### config.mk
export PLATFORM = sky130hd
export DESIGN_NAME = register_file_mp_flat
export DESIGN_NICKNAME = d
export VERILOG_FILES = /design/src/rtl/register_file_mp_if.sv /design/src/rtl/register_file_mp.sv /design/src/flat_wrapper.sv
export SDC_FILE = /design/constraint.sdc
export NUM_CORES = 2
export LEC_CHECK = 0
export BUFFER_PORTS_ARGS = -buffer_cell sky130_fd_sc_hd__clkbuf_2
export CORE_ASPECT_RATIO = 0.7
export CORE_MARGIN = 1.5
export CORE_UTILIZATION = 45
export DETAILED_ROUTE_END_ITERATION = 12
export PLACE_DENSITY_LB_ADDON = 0.3
export SLEW_MARGIN = 20
export SYNTH_ARGS = -nofsm -noshare
export SYNTH_HDL_FRONTEND = slang
export SYNTH_SLANG_ARGS = --single-unit
### constraint.sdc
create_clock -name CLK -period 6.4 [get_ports CLK]
set_clock_uncertainty 0.1 [all_clocks]
set_input_delay 1.28 -clock CLK [delete_from_list [all_inputs] [get_ports CLK]]
set_output_delay 1.28 -clock CLK [all_outputs]
set_load 0.02 [all_outputs]
### src/rtl/register_file_mp_if.sv
// Register-file port bundle: decode-side reads/issue, writeback-side writes, scoreboard view.
// The master modport drives selects, writes, issue and flush; the slave is the register file.
interface register_file_mp_if #(
  parameter int DATA_W = 32,
  parameter int NREGS  = 32,
  parameter int NRD    = 2,
  parameter int NWR    = 1
);
  localparam int AW = $clog2(NREGS);

  logic [NRD*AW-1:0]     rsel;
  logic [NRD*DATA_W-1:0] rdat;
  logic [NRD-1:0]        rbusy;
  logic [NWR-1:0]        wen;
  logic [NWR*AW-1:0]     wsel;
  logic [NWR*DATA_W-1:0] wdat;
  logic                  iss_en;
  logic [AW-1:0]         iss_sel;
  logic                  flush;
  logic [NREGS-1:0]      busy_vec;

  modport master (
    output rsel, wen, wsel, wdat, iss_en, iss_sel, flush,
    input  rdat, rbusy, busy_vec
  );

  modport slave (
    input  rsel, wen, wsel, wdat, iss_en, iss_sel, flush,
    output rdat, rbusy, busy_vec
  );
endinterface

### src/rtl/register_file_mp.sv
// Multi-port register file with same-cycle write bypass and a pending-write scoreboard.
// Reads are zero-latency combinational; writes and scoreboard updates commit at posedge; no backpressure.
module register_file_mp #(
  parameter int DATA_W   = 32,
  parameter int NREGS    = 32,
  parameter int NRD      = 2,
  parameter int NWR      = 1,
  parameter bit BYPASS   = 1'b1,
  parameter bit ZERO_REG = 1'b1
) (
  input  logic              CLK,
  input  logic              nRST,
  register_file_mp_if.slave rf
);
  localparam int AW = $clog2(NREGS);

  logic [NREGS-1:0][DATA_W-1:0] regs_q, regs_d;
  logic [NREGS-1:0]             busy_q, busy_d;

  // Later write ports overwrite earlier ones, so the highest index wins on a collision.
  always_comb begin : next_state
    logic [AW-1:0] ws;
    regs_d = regs_q;
    busy_d = busy_q;
    ws     = '0;
    for (int j = 0; j < NWR; j++) begin
      ws = rf.wsel[j*AW +: AW];
      if (rf.wen[j] && !(ZERO_REG && ws == '0)) begin
        regs_d[ws] = rf.wdat[j*DATA_W +: DATA_W];
        busy_d[ws] = 1'b0;
      end
    end
    // A new producer supersedes the retiring one; flush drops everything including the issue.
    if (rf.flush) begin
      busy_d = '0;
    end else if (rf.iss_en && !(ZERO_REG && rf.iss_sel == '0)) begin
      busy_d[rf.iss_sel] = 1'b1;
    end
    if (ZERO_REG) begin
      busy_d[0] = 1'b0;
    end
  end

  always_comb begin : read_ports
    logic [AW-1:0]     rs;
    logic              hit;
    logic [DATA_W-1:0] bdat;
    rf.rdat  = '0;
    rf.rbusy = '0;
    rs       = '0;
    hit      = 1'b0;
    bdat     = '0;
    for (int i = 0; i < NRD; i++) begin
      rs   = rf.rsel[i*AW +: AW];
      hit  = 1'b0;
      bdat = '0;
      for (int j = 0; j < NWR; j++) begin
        if (BYPASS && rf.wen[j] && rf.wsel[j*AW +: AW] == rs && !(ZERO_REG && rs == '0)) begin
          hit  = 1'b1;
          bdat = rf.wdat[j*DATA_W +: DATA_W];
        end
      end
      // A bypassed value is already available, so it is never reported busy.
      rf.rdat[i*DATA_W +: DATA_W] = hit ? bdat : regs_q[rs];
      rf.rbusy[i]                 = busy_q[rs] && !hit;
    end
  end

  always_ff @(posedge CLK or negedge nRST) begin
    if (!nRST) begin
      regs_q <= '0;
      busy_q <= '0;
    end else begin
      regs_q <= regs_d;
      busy_q <= busy_d;
    end
  end

  assign rf.busy_vec = busy_q;
endmodule

### src/flat_wrapper.sv
// flat-port wrapper written by rule: the top's interface ports become plain ports
module register_file_mp_flat 
#(
  parameter int DATA_W   = 32,
  parameter int NREGS    = 32,
  parameter int NRD      = 2,
  parameter int NWR      = 1,
  parameter bit BYPASS   = 1'b1,
  parameter bit ZERO_REG = 1'b1
)
  (CLK, nRST, rf_rsel, rf_wen, rf_wsel, rf_wdat, rf_iss_en, rf_iss_sel, rf_flush, rf_rdat, rf_rbusy, rf_busy_vec);
  register_file_mp_if #(.DATA_W(DATA_W), .NREGS(NREGS), .NRD(NRD), .NWR(NWR)) rf_i ();
  input  logic CLK;
  input  logic nRST;
  input wire logic [$bits(rf_i.rsel)-1:0] rf_rsel;
  input wire logic [$bits(rf_i.wen)-1:0] rf_wen;
  input wire logic [$bits(rf_i.wsel)-1:0] rf_wsel;
  input wire logic [$bits(rf_i.wdat)-1:0] rf_wdat;
  input wire logic [$bits(rf_i.iss_en)-1:0] rf_iss_en;
  input wire logic [$bits(rf_i.iss_sel)-1:0] rf_iss_sel;
  input wire logic [$bits(rf_i.flush)-1:0] rf_flush;
  output wire logic [$bits(rf_i.rdat)-1:0] rf_rdat;
  output wire logic [$bits(rf_i.rbusy)-1:0] rf_rbusy;
  output wire logic [$bits(rf_i.busy_vec)-1:0] rf_busy_vec;
  assign rf_i.rsel = rf_rsel;
  assign rf_i.wen = rf_wen;
  assign rf_i.wsel = rf_wsel;
  assign rf_i.wdat = rf_wdat;
  assign rf_i.iss_en = rf_iss_en;
  assign rf_i.iss_sel = rf_iss_sel;
  assign rf_i.flush = rf_flush;
  assign rf_rdat = rf_i.rdat;
  assign rf_rbusy = rf_i.rbusy;
  assign rf_busy_vec = rf_i.busy_vec;
  register_file_mp #(.DATA_W(DATA_W), .NREGS(NREGS), .NRD(NRD), .NWR(NWR), .BYPASS(BYPASS), .ZERO_REG(ZERO_REG)) u_core (.CLK(CLK), .nRST(nRST), .rf(rf_i));
endmodule
Word-level counts from Yosys, hierarchy flattened
Cells that the tools add are included.

word-level totals
  flip-flop bits (word level) = 1,055
  input bits = 57

cells by class
  magnitude comparators = 6
  equal/unequal tests = 2
  mux-type cells = 24
  bitwise operators = 3
  reduce and logical (&&, ||, !) cells = 20

operators by type and width
  operator                                                            count
  bitwise mux 1024 bit                                                1
  binary-select mux 32 bit (select 5 bit)                             2
  2-to-1 mux 32 bit                                                   10
  demux 32 bit (select 5 bit)                                         1
  AND 32 bit                                                          1
  NOT 32 bit                                                          1
  OR 32 bit                                                           1
  < comparator 5 x 6 -> 1 bit (second input constant)                 4
  zero test 5 bit                                                     4
  binary-select mux 1 bit (select 5 bit)                              2
  demux 1 bit (select 5 bit)                                          2
  == test 5 bit                                                       2
  greater-or-equal comparator 5 x 1 -> 1 bit (second input constant)  2
  logical AND 1 bit                                                   10
  zero test 1 bit                                                     6
  2-to-1 mux 1 bit                                                    6

Logic depth before layout (Yosys ltp)
  depth after elaboration = 10
  mapped depth = 9
  mapped depth without buffers = 5

Worst setup path after synthesis
No wires, ideal clock.

  path kind = input to output
  from = in rf_wsel[0]
  to = out rf_rdat[43]
  data arrival time = 3.112 ns
  required time = 5.020 ns
  slack = 1.908 ns
  stages on the path = 8
  path buffers = 4
  cell sequence = buf_2 > or2_1 > buf_2 > o41ai_2 > nor4_1 > clkbuf_1 > clkbuf_1 > o31ai_1

between the ends
  cells in the longest elaborated chain, start to end = 5

RTL lines
  what                                                   RTL line                text
  from (decl)                                            flat_wrapper.sv:17      input wire logic [$bits(rf_i.wsel)-1:0] rf_wsel;
  == test 5 bit *                                        register_file_mp.sv:58  if (BYPASS && rf.wen[j] && rf.wsel[j*AW +: AW] == rs && !(ZERO_REG && rs == '0)) begin
  logical AND 1 bit * (2 in series)                      register_file_mp.sv:58
  2-to-1 mux 32 bit or 2-to-1 mux 1 bit (tied branches)  register_file_mp.sv:58
  2-to-1 mux 32 bit *                                    register_file_mp.sv:64  rf.rdat[i*DATA_W +: DATA_W] = hit ? bdat : regs_q[rs];
  to (decl)                                              flat_wrapper.sv:22      output wire logic [$bits(rf_i.rdat)-1:0] rf_rdat;

Every way passes the cells marked *; elsewhere a longest branch is shown, timed or not.

Worst setup path in the final report
  from = in rf_rsel[5]
  to = out rf_rdat[40]

between the ends
  cells in the longest elaborated chain, start to end = 5

RTL lines
  what                                                                             RTL line                text
  from (decl)                                                                      flat_wrapper.sv:15      input wire logic [$bits(rf_i.rsel)-1:0] rf_rsel;
  branches (longest 4 deep; another with binary-select mux 32 bit (select 5 bit))  -
  2-to-1 mux 32 bit *                                                              register_file_mp.sv:64

Every way passes the cells marked *. The select of a mux whose other input is x is not followed.

==> reports/qor.yml <==
run_status:
  status: "finished clean"
worst_setup_path:
  endpoint: "rf_rdat[40]"
  r2r_slack_ns: 5.35
  path_class: "input port to output port"
  crit_arrival_ns: 4.28
  crit_slowest_cell: "or4b_2"
  cp_data_required_time_ns: 5.02
  crit_chain: "buf_8 -> or4b_2 -> buf_4 -> o22ai_1 -> nor4_1 -> o21ai_0 -> o31ai_1 -> clkbuf_2"
  cp.depth: 8
  rr_worst_depth: 3
  path_delay_family: "simple AND/OR/NAND/NOR gates"
  critPathMaxStageDelay_ns: 0.85
  path_max_fanout: 37
  cp-end-kind: "output port"
  path_buf_inv: 3
  r2r-start: "u_core.rf.busy_vec[21]"
  setup.worst_path.start: "rf_rsel[5]"
  cp-start-kind: "input port"
  timing.rr.end: "u_core.rf.busy_vec[21]"
timing:
  rsz0062_at_grt: "false"
  whs_ns: 0.294
  fmax_ghz: 0.177
  worst_slack_ns: 0.743
  finalHoldViolations: 0
  finalSetupViolCount: 0
  relSlewSlack: 0.201
  max_slew.worst_pin.slew_ns: 1.19
  period_share: 0.884
  fin_crit_ns: 5.66
  drv_slew: 0
  finalSetupTns_ns: 0
floorplanning:
  fp-row-count: 108
  dieArea_um2: 127000
  boundaryPins: 155
  start_util: 0.454
  core_area_um2: 124000
  fp.dieW_um: 426
  fp.dieH_um: 299
place:
  hpwl_um: 110000
  io_buffers: 153
  place_ws_ns: 0.807
  postPlaceCellArea_um2: 58800
  gp_routability_congestion: 0.875
clocking:
  post-cts-setup-buffers: 0
  clock_sinks: 1055
  cts_resized: 0
  clock_path_buffers: 3
  clk_latency_ns: 0.71
  cts-root-buf: "clkbuf_16"
  cts_made_buffers: 104
  cts.htree.levels: 3
  cts_tree: "done"
  path_clk_slew_ns: 0.06
  postCtsHoldBufs: 0
power_and_ir_drop:
  combPwrFrac: 0.202
  p_int_w: 0.0138
  p_seq_frac: 0.460
  p_leak_nw: 26.9
  p_sw_frac: 0.280
  clkPwrFrac: 0.337
  power.density_nw_per_um2: 307
  ir_drop_mv: 0.217
  p_switching_w: 0.00536
logic_synthesis:
  synthCells: 3961
  synth_edf_count: 0
  ys_types: 50
  syn_avg_cell_area_um2: 14.2
  synth_commonest_cells: "mux2_2, dfrtp_1, mux4_2"
  synth_top_area_cell: "dfrtp_1"
  yosys_register_bits: 1055
  synth_area_um2: 56300
  synth-main-ff-cell: "dfrtp_1"
  async_flop_share: 1.00
  yosysMostFrequentCell: "mux2_2"
  yosysSeqAreaShare: 0.469
  yosysWarningCount: 0
  synth_area_leaders: "dfrtp_1, mux2_2, mux4_2, o22ai_1, mux2i_1"
  synth_top_area_frac: 0.469
  synthesis.nets: 4018
layout:
  syn2layout_area_growth_pct: 10.6
  nets: 3964
  drive_gt1_frac: 0.512
  design_area_um2: 62300
global_routing:
  grt_overflow: 0
  gr-usage-all-layers: 0.288
  grt_pass1_wl_um: 268000
  antenna_found_initial: 4
  grt_max_degree: 139
  grt_pass1_vias: 37300
routing:
  drc: 0
  routed_wl_um: 183000
  wire_per_inst_um: 32.4
  firstDrtPassIters: 7
  via_per_inst: 6.68
  drt_iter0_drc: 4702
  drtAntennaViolNets: 0
  vias: 37700
flow_run:
  drv_cap: 0
min_path:
  hold_class: "flip-flop to flip-flop"
[power by group through the flow]
stage / Clock [W] / Sequential, W / Combinational, W
floorplan: 0 / 0.00857 / 0.00292
global placement: 0 / 0.00882 / 0.00379
detailed placement: 0 / 0.00888 / 0.00385
CTS: 0.00653 / 0.00877 / 0.00387
global route: 0.00680 / 0.00897 / 0.00411
finish: 0.00645 / 0.00881 / 0.00387
[kinds of logic (layout without fill, tap and decap cells)]
kind of cell / count (synthesis) / count (layout) / share of synthesized area
AO/OA/AOI/OAI: 386 / 386 / 0.0438
XOR/XNOR: 10 / 10 / 0.00156
buffers and inverters: 449 / 478 / 0.0363
flip-flops: 1055 / 1055 / 0.469
multiplexers: 1652 / 1652 / 0.412
other: 1 / 2 / 0.0000666
AND/OR/NAND/NOR: 408 / 408 / 0.0370
[layout by cell type, fill, tap and decap left out, types with 32 or more instances in the layout]
| cell | n |
|---|---|
| o22ai_1 | 187 |
| clkbuf_16 | 105 |
| mux2i_1 | 113 |
| a22oi_1 | 33 |
| mux4_2 | 423 |
| clkbuf_2 | 147 |
| mux2_2 | 1111 |
| o21ai_0 | 63 |
| buf_4 | 108 |
| nor2_1 | 60 |
| nand2_1 | 127 |
| dfrtp_1 | 1055 |
| nor4_1 | 32 |
| nor2b_1 | 33 |
[worst min-delay path by stage]
stage	from	to	cells past startpoint
2_1_floorplan	u_core.regs_q[0]	u_core.regs_q[0]	1
3_3_place_gp	u_core.regs_q[6]	u_core.regs_q[6]	0
3_5_place_dp	u_core.regs_q[12]	u_core.regs_q[12]	0
4_1_cts	u_core.regs_q[4]	u_core.regs_q[4]	0
5_1_grt	u_core.regs_q[20]	u_core.regs_q[20]	0
6_report	u_core.regs_q[21]	u_core.regs_q[21]	0
[per-stage QoR]
step | std cells | util | power (W)
floorplan | 3961 | - | 0.0115
global placement | 5451 | 0.474 | 0.0126
detailed placement | 5451 | 0.474 | 0.0127
CTS | 5640 | 0.502 | 0.0192
global route | 5641 | 0.502 | 0.0199
finish | 5641 | 0.502 | 0.0191
[layout make-up]
type	count	area, um^2
fill	10600	61800
multi-input combinational	2457	28200
sequential	1055	26400
clock buffer	146	3020
timing repair buffer	285	2120
tap	1650	2060
clock inverter	43	505
inverter	4	15.0
antenna	1	2.50
[layer usage]
layer / vias to the layer above / track usage / share of wire
met3: 311 / 0.0686 / 0.099
met1: 20300 / 0.446 / 0.45
met4: 0 / 0.0802 / 0.029
met5: - / 0 / 0
li1: 15100 / - / -
met2: 1980 / 0.400 / 0.42
[registers in the layout, summed over array words and instances (netlist names)]
register	count
u_core.rf.busy_vec	31
u_core.regs_q	1024
Power figures use the tool's default switching activity.
